<file path="src/rtl/count_event_logger.sv">
// count_event_logger
//   Watches an up/down counter (count + direction) every clock. It flags
//   wrap-up (MAX->0 counting up), wrap-down (0->MAX counting down) and
//   threshold arrival (count reaches thresh from another value). Each event
//   becomes one timestamped record in a show-ahead FIFO, and a consumer
//   drains that FIFO over valid/ready.
//
//   Optional feature: define EVT_DROP_CNT_EN to add the drop_cnt port, a
//   saturating count of records dropped because the FIFO was full.
//
// Ports
//   clk, reset  rising-edge clock, async active-high reset
//   counter     counter direction (1=up, 0=down)
//   count       counter value
//   thresh      threshold compare value (quasi-static)
//   evt_valid   FIFO head holds a record
//   evt_ready   consumer takes the head this cycle
//   evt_data    {ts[7:0], count, thr, wrap_dn, wrap_up}; zero when empty
//   evt_level   FIFO occupancy, 0..DEPTH
//   overflow    sticky: a record was dropped
//   drop_cnt    dropped-record count, saturates at 255 (EVT_DROP_CNT_EN only)
module count_event_logger #(
  parameter int WIDTH = 4,
  parameter int DEPTH = 8
) (
  input  logic                       clk,
  input  logic                       reset,
  input  logic                       counter,
  input  logic [WIDTH-1:0]           count,
  input  logic [WIDTH-1:0]           thresh,
  output logic                       evt_valid,
  input  logic                       evt_ready,
  output logic [WIDTH+10:0]          evt_data,
  output logic [$clog2(DEPTH+1)-1:0] evt_level,
  output logic                       overflow
`ifdef EVT_DROP_CNT_EN
  ,
  output logic [7:0]                 drop_cnt
`endif
);

  localparam int AW = $clog2(DEPTH);
  localparam int LW = $clog2(DEPTH+1);
  localparam logic [WIDTH-1:0] MAX = {WIDTH{1'b1}};

  logic [7:0]        ts;
  logic [WIDTH-1:0]  prev;
  logic              prev_vld;
  logic [WIDTH+10:0] mem [DEPTH];
  logic [AW-1:0]     wr_ptr, rd_ptr;
  logic [LW-1:0]     level;

  logic wrap_up, wrap_dn, thr, push, pop, full, accept, drop;
  logic [WIDTH+10:0] rec;

  always_comb begin
    wrap_up = counter & (prev == MAX) & (count == '0);
    wrap_dn = ~counter & (prev == '0) & (count == MAX);
    thr     = (count == thresh) & (prev != thresh);
    push    = prev_vld & (wrap_up | wrap_dn | thr);
    rec     = {ts, count, thr, wrap_dn, wrap_up};
    full    = (level == LW'(DEPTH));
    pop     = evt_valid & evt_ready;
    // A full FIFO still takes a record when the head leaves on the same edge.
    accept  = push & (~full | pop);
    drop    = push & ~accept;
  end

  assign evt_valid = (level != '0);
  // Gate the head so evt_data reads zero when empty; the RAM itself is unreset.
  assign evt_data  = evt_valid ? mem[rd_ptr] : '0;
  assign evt_level = level;

  always_ff @(posedge clk or posedge reset) begin
    if (reset) begin
      ts       <= '0;
      prev     <= '0;
      prev_vld <= 1'b0;
      wr_ptr   <= '0;
      rd_ptr   <= '0;
      level    <= '0;
      overflow <= 1'b0;
    end else begin
      ts       <= ts + 8'd1;
      prev     <= count;
      prev_vld <= 1'b1;
      if (accept) wr_ptr <= wr_ptr + 1'b1;
      if (pop)    rd_ptr <= rd_ptr + 1'b1;
      if (accept & ~pop)      level <= level + 1'b1;
      else if (~accept & pop) level <= level - 1'b1;
      if (drop) overflow <= 1'b1;
    end
  end

  always_ff @(posedge clk) begin
    if (accept) mem[wr_ptr] <= rec;
  end

`ifdef EVT_DROP_CNT_EN
  always_ff @(posedge clk or posedge reset) begin
    if (reset)                       drop_cnt <= '0;
    else if (drop && drop_cnt != '1) drop_cnt <= drop_cnt + 8'd1;
  end
`endif

endmodule

</file>
<file path="config.mk">
export PLATFORM = sky130hd
export DESIGN_NAME = count_event_logger
export DESIGN_NICKNAME = d
export VERILOG_FILES = /design/src/rtl/count_event_logger.sv
export SDC_FILE = /design/constraint.sdc
export NUM_CORES = 1
export LEC_CHECK = 0
export ABC_AREA = 1
export CORE_AREA = 2 2 114 116
export DETAILED_ROUTE_END_ITERATION = 6
export DIE_AREA = 0 0 116 118
export GPL_TIMING_DRIVEN = 0
export PLACE_DENSITY = 0.67
export SLEW_MARGIN = 20
export SYNTH_ARGS = -nofsm -noshare
export SYNTH_HDL_FRONTEND = slang
export SYNTH_SLANG_ARGS = --single-unit
</file>
<file path="constraint.sdc">
create_clock -name clk -period 6.4 [get_ports clk]
set_input_delay 0.96 -clock clk [delete_from_list [all_inputs] [get_ports clk]]
set_output_delay 0.96 -clock clk [all_outputs]
set_load 0.1 [all_outputs]
</file>
==> impl_metrics.toml, run 1 <==
[status]
outcome = "complete, no violations"

[yosys]
synthesis.area_mm2 = 0.00606
ys_warn_count = 0
yosysSeqAreaShare_pct = 69.3
syn-instance-count = 516
synth-main-ff-cell = "edfxtp_1"
synth_edf_count = 120
ys_types = 35
syn-num-nets = 535
syn_area_per_cell_um2 = 11.8
synthArstFlopShare_pct = 16.7
yosys_register_bits = 144

[detailed_routing]
vias_per_cell = 5.28
ant_nets = 0
vias = 3990
dr.pass1.iters = 4
drt_wl_total_mm = 13.4
drt_iter0_markers = 274
wire_per_inst_um = 17.8
drcViolationCount = 0

[clocking]
cts_resized = 0
numCtsBuffers = 17
clkSlewWorstSetupHoldPaths_ns = 0.06
cts_tree = "done"
clock_sinks = 144
cts_hold_buf = 0
cts_buffer_depth = 2
cts_root_buf = "clkbuf_16"
post_cts_buffers = 0
cts_max_level = 4
insertion_delay_ns = 0.41

[setup_path]
reg2reg_depth = 16
path_delay_family = "buffers and inverters"
r2r_end = "evt_level[3]"
worstPathRequired_ns = 5.44
worstSetupPathType = "register to output port"
critPathLaunch = "rd_ptr[0]"
reg2reg_from = "prev[0]"
cp_num_buf_inv = 3
cp.arrival_ns = 3.15
cp_slowest_stage_delay_ns = 1.18
end_kind = "output port"
regToRegSetupSlack_ns = 3.80
crit_top_cell = "nor2_1"
path_max_fanout = 10
crit_chain = "buf_4 -> clkbuf_1 -> o21ai_0 -> o32ai_1 -> nor2_1 -> nor2_1 -> clkdlybuf4s50_1"
crit_slowest_cell = "clkdlybuf4s50_1"
start_kind = "register"

[global_route]
grt-ovfl-total = 0
grt_pass1_vias = 3924
antenna_found_initial = 0
grt_max_degree = 25
grt_first_pass_wirelength_mm = 21.0
grt_util_all_layers_pct = 21.1

[floorplanning]
core_mm2 = 0.0124
initial_core_util_pct = 48.9
rows = 41
io-pin-count = 33
die_h_um = 118
dieArea_mm2 = 0.0137
die_w_um = 116

[finish]
layout_common_cells = "nor2_1 (131), edfxtp_1 (120), o21ai_0 (69)"
final_layout_size_suffix_gt1_share_pct = 12.0
n_antenna_cell = 0
layout_commonest_cell = "nor2_1"
fin_nets = 590
syn_to_final_growth_pct = 20.4

[place]
hpwl_mm = 8.86
gp_congestion = 0.809
portBuffers = 32

[timing]
rsz0062_at_grt = "no"
fin_crit_ns = 4.11
setup_viol = 0
hold_viol = 0
tns_ns = 0
post-route-period-util_pct = 64.2
relSlewSlack_pct = 34.1
maxSlewViolCount = 0
worst_slew_pin_slew_ns = 0.985
fmax_ghz = 0.243
fin_worst_skew_ns = 0.00591

[min_path]
min_path_type = "register to register"
hold_end = "overflow"
hold_start = "overflow"
holdPathStages = 1

[job]
cap_violations = 0
[layer usage]
metal	share of wire, %	wire length (um)	vias up	GRT usage [%]
met5	0	0	-	0
met1	43	5720	1954	27.8
met2	51	6900	103	34.6
met4	1.5	198	0	6.77
met3	4.6	624	15	4.84
li1	-	-	1918	-
[worst max path at each step]
stage	end	slack, ns	depth (start not counted)
2_1_floorplan	evt_data[10]	2.14	7
3_3_place_gp	mem[1][3]	2.10	8
3_5_place_dp	evt_level[3]	2.42	16
4_1_cts	evt_data[4]	2.28	7
5_1_grt	evt_data[9]	2.13	7
6_report	evt_data[7]	2.29	7
[flip-flops by register name, indices dropped and copies added, names as in the netlist]
signal     flops
prev           4
mem          120
overflow       1
rd_ptr         3
ts             8
prev_vld       1
evt_level      4
wr_ptr         3
[final cells by class]
class | instances | area [um^2]
fillers | 1033 | 5110
flip-flops and latches | 144 | 4200
multi-input cells | 324 | 1660
clock buffers | 18 | 429
repair buffers | 36 | 369
well taps | 172 | 215
clock inverters | 14 | 195
plain buffers | 24 | 130
inverters | 24 | 92.6
[worst register-to-register path: stages (launching register included)]
cell and delay [ns]:
dfrtp_1 0.42, nand2_1 0.07, nor2_1 0.09, nand2_1 0.10
nor2_4 0.21, nor2_2 0.08, nand2_4 0.15, nand3_4 0.13
inv_1 0.08, ha_1 0.13, inv_1 0.09, ha_1 0.34
a21oi_1 0.13, nand2_1 0.07, a21oi_1 0.12, o21ai_0 0.14
xnor2_1 0.15
[logic make-up (layout without fill, tap and decap cells)]
logic type               after synthesis  after routing  share of synthesized area [%]
AO/OA/AOI/OAI                         95             95                           8.81
XOR/XNOR                              14             14                           2.02
adder cells (fa/ha/maj)                7              7                           1.57
buffers and inverters                 48            116                           3.67
flip-flops                           144            144                           69.3
multiplexers                           1              1                          0.186
other                                  1              1                         0.0618
AND/OR/NAND/NOR                      206            206                           14.4
[synthesized netlist by cell type (all sizes together) (2+ instances only)]
cell	count	area, um^2
inv	24	92.6
a21oi	2	10.0
nand3	8	52.6
edfxtp	120	3600
ha	6	75.1
nor3	2	10.0
xnor2	6	52.6
o32ai	15	131
buf	16	96.3
xor2	8	70.1
clkbuf	8	33.8
nand4	6	58.8
dfrtp	24	601
nand2	45	184
o21ai	77	385
nor2	142	546
[per-stage QoR]
step           setup WS (ns)  utilization [%]  hold WS (ns)  cells  cell area, um^2
2_1_floorplan           2.14                -         0.518    516             6060
3_3_place_gp            2.10             53.2         0.462    720             6600
3_5_place_dp            2.42             53.8         0.471    724             6680
4_1_cts                 2.28             58.8         0.488    756             7300
5_1_grt                 2.13             58.8         0.501    756             7300
6_report                2.29             58.8         0.478    756             7300
Power of run 1 is left out: the tool's default activity adds up to more than one toggle a clock period on the data nets, which glitch-free logic cannot reach.
==> run 2: changes to the inputs <==
PLACE_DENSITY = 0.7   (was 0.67)
clock period = 3.7 ns   (was 6.4 ns; I/O delays follow)
==> run 2 against run 1 <==
Net effect: global-route usage fell by 0.78 points; worst hold slack improved by 0.010 ns; first-iteration DRC count rose by 35%; register-to-register slack got worse by 2.7 ns; final cell count fell by 0.40%; worst setup slack got worse by 2.1 ns; largest cell class unchanged; critical path depth did not move; clock skew rose by 0.0017 ns; via count rose by 1.1%; design area fell by 1.2%; critical path type unchanged.
==> impl_metrics.toml, run 2 (synthesized netlist as in run 1, its figures left out) <==
[setup_path]
end_kind = "output port"
worstSetupPathType = "register to output port"
worstPathRequired_ns = 3.14
path_max_fanout = 10
start_kind = "register"
cp.arrival_ns = 3.00

[clocking]
cts_tree = "done"
insertion_delay_ns = 0.42
post_cts_buffers = 0
clock_sinks = 144
numCtsBuffers = 17
cts_hold_buf = 0
clkSlewWorstSetupHoldPaths_ns = 0.06
cts_max_level = 4
cts_root_buf = "clkbuf_16"
cts_buffer_depth = 2

[global_route]
antenna_found_initial = 0
grt-ovfl-total = 0
grt_util_all_layers_pct = 20.3
grt_first_pass_wirelength_mm = 20.4
grt_pass1_vias = 3809
grt_max_degree = 25

[floorplanning]
io-pin-count = 33
rows = 41
initial_core_util_pct = 48.9
die_w_um = 116
dieArea_mm2 = 0.0137
die_h_um = 118
core_mm2 = 0.0124

[finish]
top_regs = "mem x120, ts x8"
multi_input_area_mm2 = 0.00169
syn_to_final_growth_pct = 19.0
n_antenna_cell = 0
fillers = 1009
final_layout_size_suffix_gt1_share_pct = 13.8
layout_commonest_cell = "nor2_1"
fin_nets = 587
largest_reg_flops = 120
layout_common_cells = "nor2_1 (122), edfxtp_1 (120), o21ai_0 (69)"
top_register = "mem"
fin_util_pct = 58.1
seqCellArea_mm2 = 0.00420

[timing]
fin_crit_ns = 3.55
fin_worst_skew_ns = 0.00760
maxSlewViolCount = 0
worst_slew_pin_slew_ns = 0.997
rsz0062_at_grt = "no"
relSlewSlack_pct = 33.3
hold_viol = 0
setup_viol = 0
fmax_ghz = 0.281
post-route-period-util_pct = 96.0

[detailed_routing]
vias_per_cell = 5.36
drcViolationCount = 0
drt_wl_total_mm = 13.0
wl_met2_mm = 6.27
highest_layer = "met4"
wl_met3_um = 774
drt_iter0_markers = 370
wire_per_inst_um = 17.2
wl_met1_mm = 5.60
vias = 4035
ant_nets = 0
dr.pass1.iters = 6

[place]
portBuffers = 32
gp_congestion = 0.894
hpwl_mm = 8.48

[min_path]
min_path_type = "register to register"

[job]
cap_violations = 0

[status]
outcome = "complete, no violations"
## run 2: cell types whose count changed in the layout (fill, tap and decap cells not counted), sizes merged
cell and delta:
clkbuf +2, bufinv -4, dlymetal6s2s +6, clkinv -1, clkinvlp +3, buf -3, clkdlybuf4s50 -8, dlygate4sd2 +2
## run 2: what timing repair did
item / CTS / global route
endpoints found under the hold margin: 0 / 0
resized for setup: 2 / 6
endpoints found under the setup margin: 2 / 6
## run 2: metal layers
| layer | up-vias | global-route usage [%] |
|---|---|---|
| li1 | 1911 | - |
| met1 | 1957 | 28.2 |
| met2 | 141 | 30.4 |
| met3 | 26 | 4.94 |
| met4 | 0 | 8.85 |
| met5 | - | 0 |
## run 2: worst max-delay path, stage by stage (launching register included)
cell,delay (ns)
dfrtp_1,0.35
buf_4,0.17
clkbuf_1,0.37
o21ai_0,0.16
o32ai_1,0.14
nor2_1,0.12
nor2_2,0.11
clkdlybuf4s50_1,1.15
## run 2: final timing paths
kind / cells after the start / end / slack, ns / startpoint
setup / recovery: 7 / evt_data[9] / 0.15 / rd_ptr[0]
hold / removal: 1 / overflow / 0.49 / overflow
setup reg to reg: 16 / evt_level[3] / 1.14 / prev[0]
hold reg to reg: 1 / overflow / 0.49 / overflow
max in group asynchronous: 2 / rd_ptr[1] / 2.74 / reset
min in group asynchronous: 2 / evt_level[3] / 0.53 / reset
## run 2: cell type report
cell class | count | share of cell area (%)
clock buffer | 20 | 6.19
tap | 172 | 2.98
timing repair buffer | 33 | 4.77
buffer | 24 | 1.80
multi-input combinational | 324 | 23.4
inverter | 24 | 1.28
clock inverter | 12 | 1.32
sequential | 144 | 58.3
## run 2: metrics by stage
stage               hold WS, ns  instance area (um^2)  setup TNS, ns  std cells  setup WS (ns)
CTS                       0.491                  7200              0        753         0.0193
finish                    0.489                  7210              0        753          0.147
detailed placement        0.470                  6660              0        721         0.0999
global placement          0.465                  6620          -2.97        720         -0.119
global route              0.516                  7210              0        753        0.00411
floorplan                 0.518                  6090              0        516          0.260
Power of run 2 is left out for the same reason.
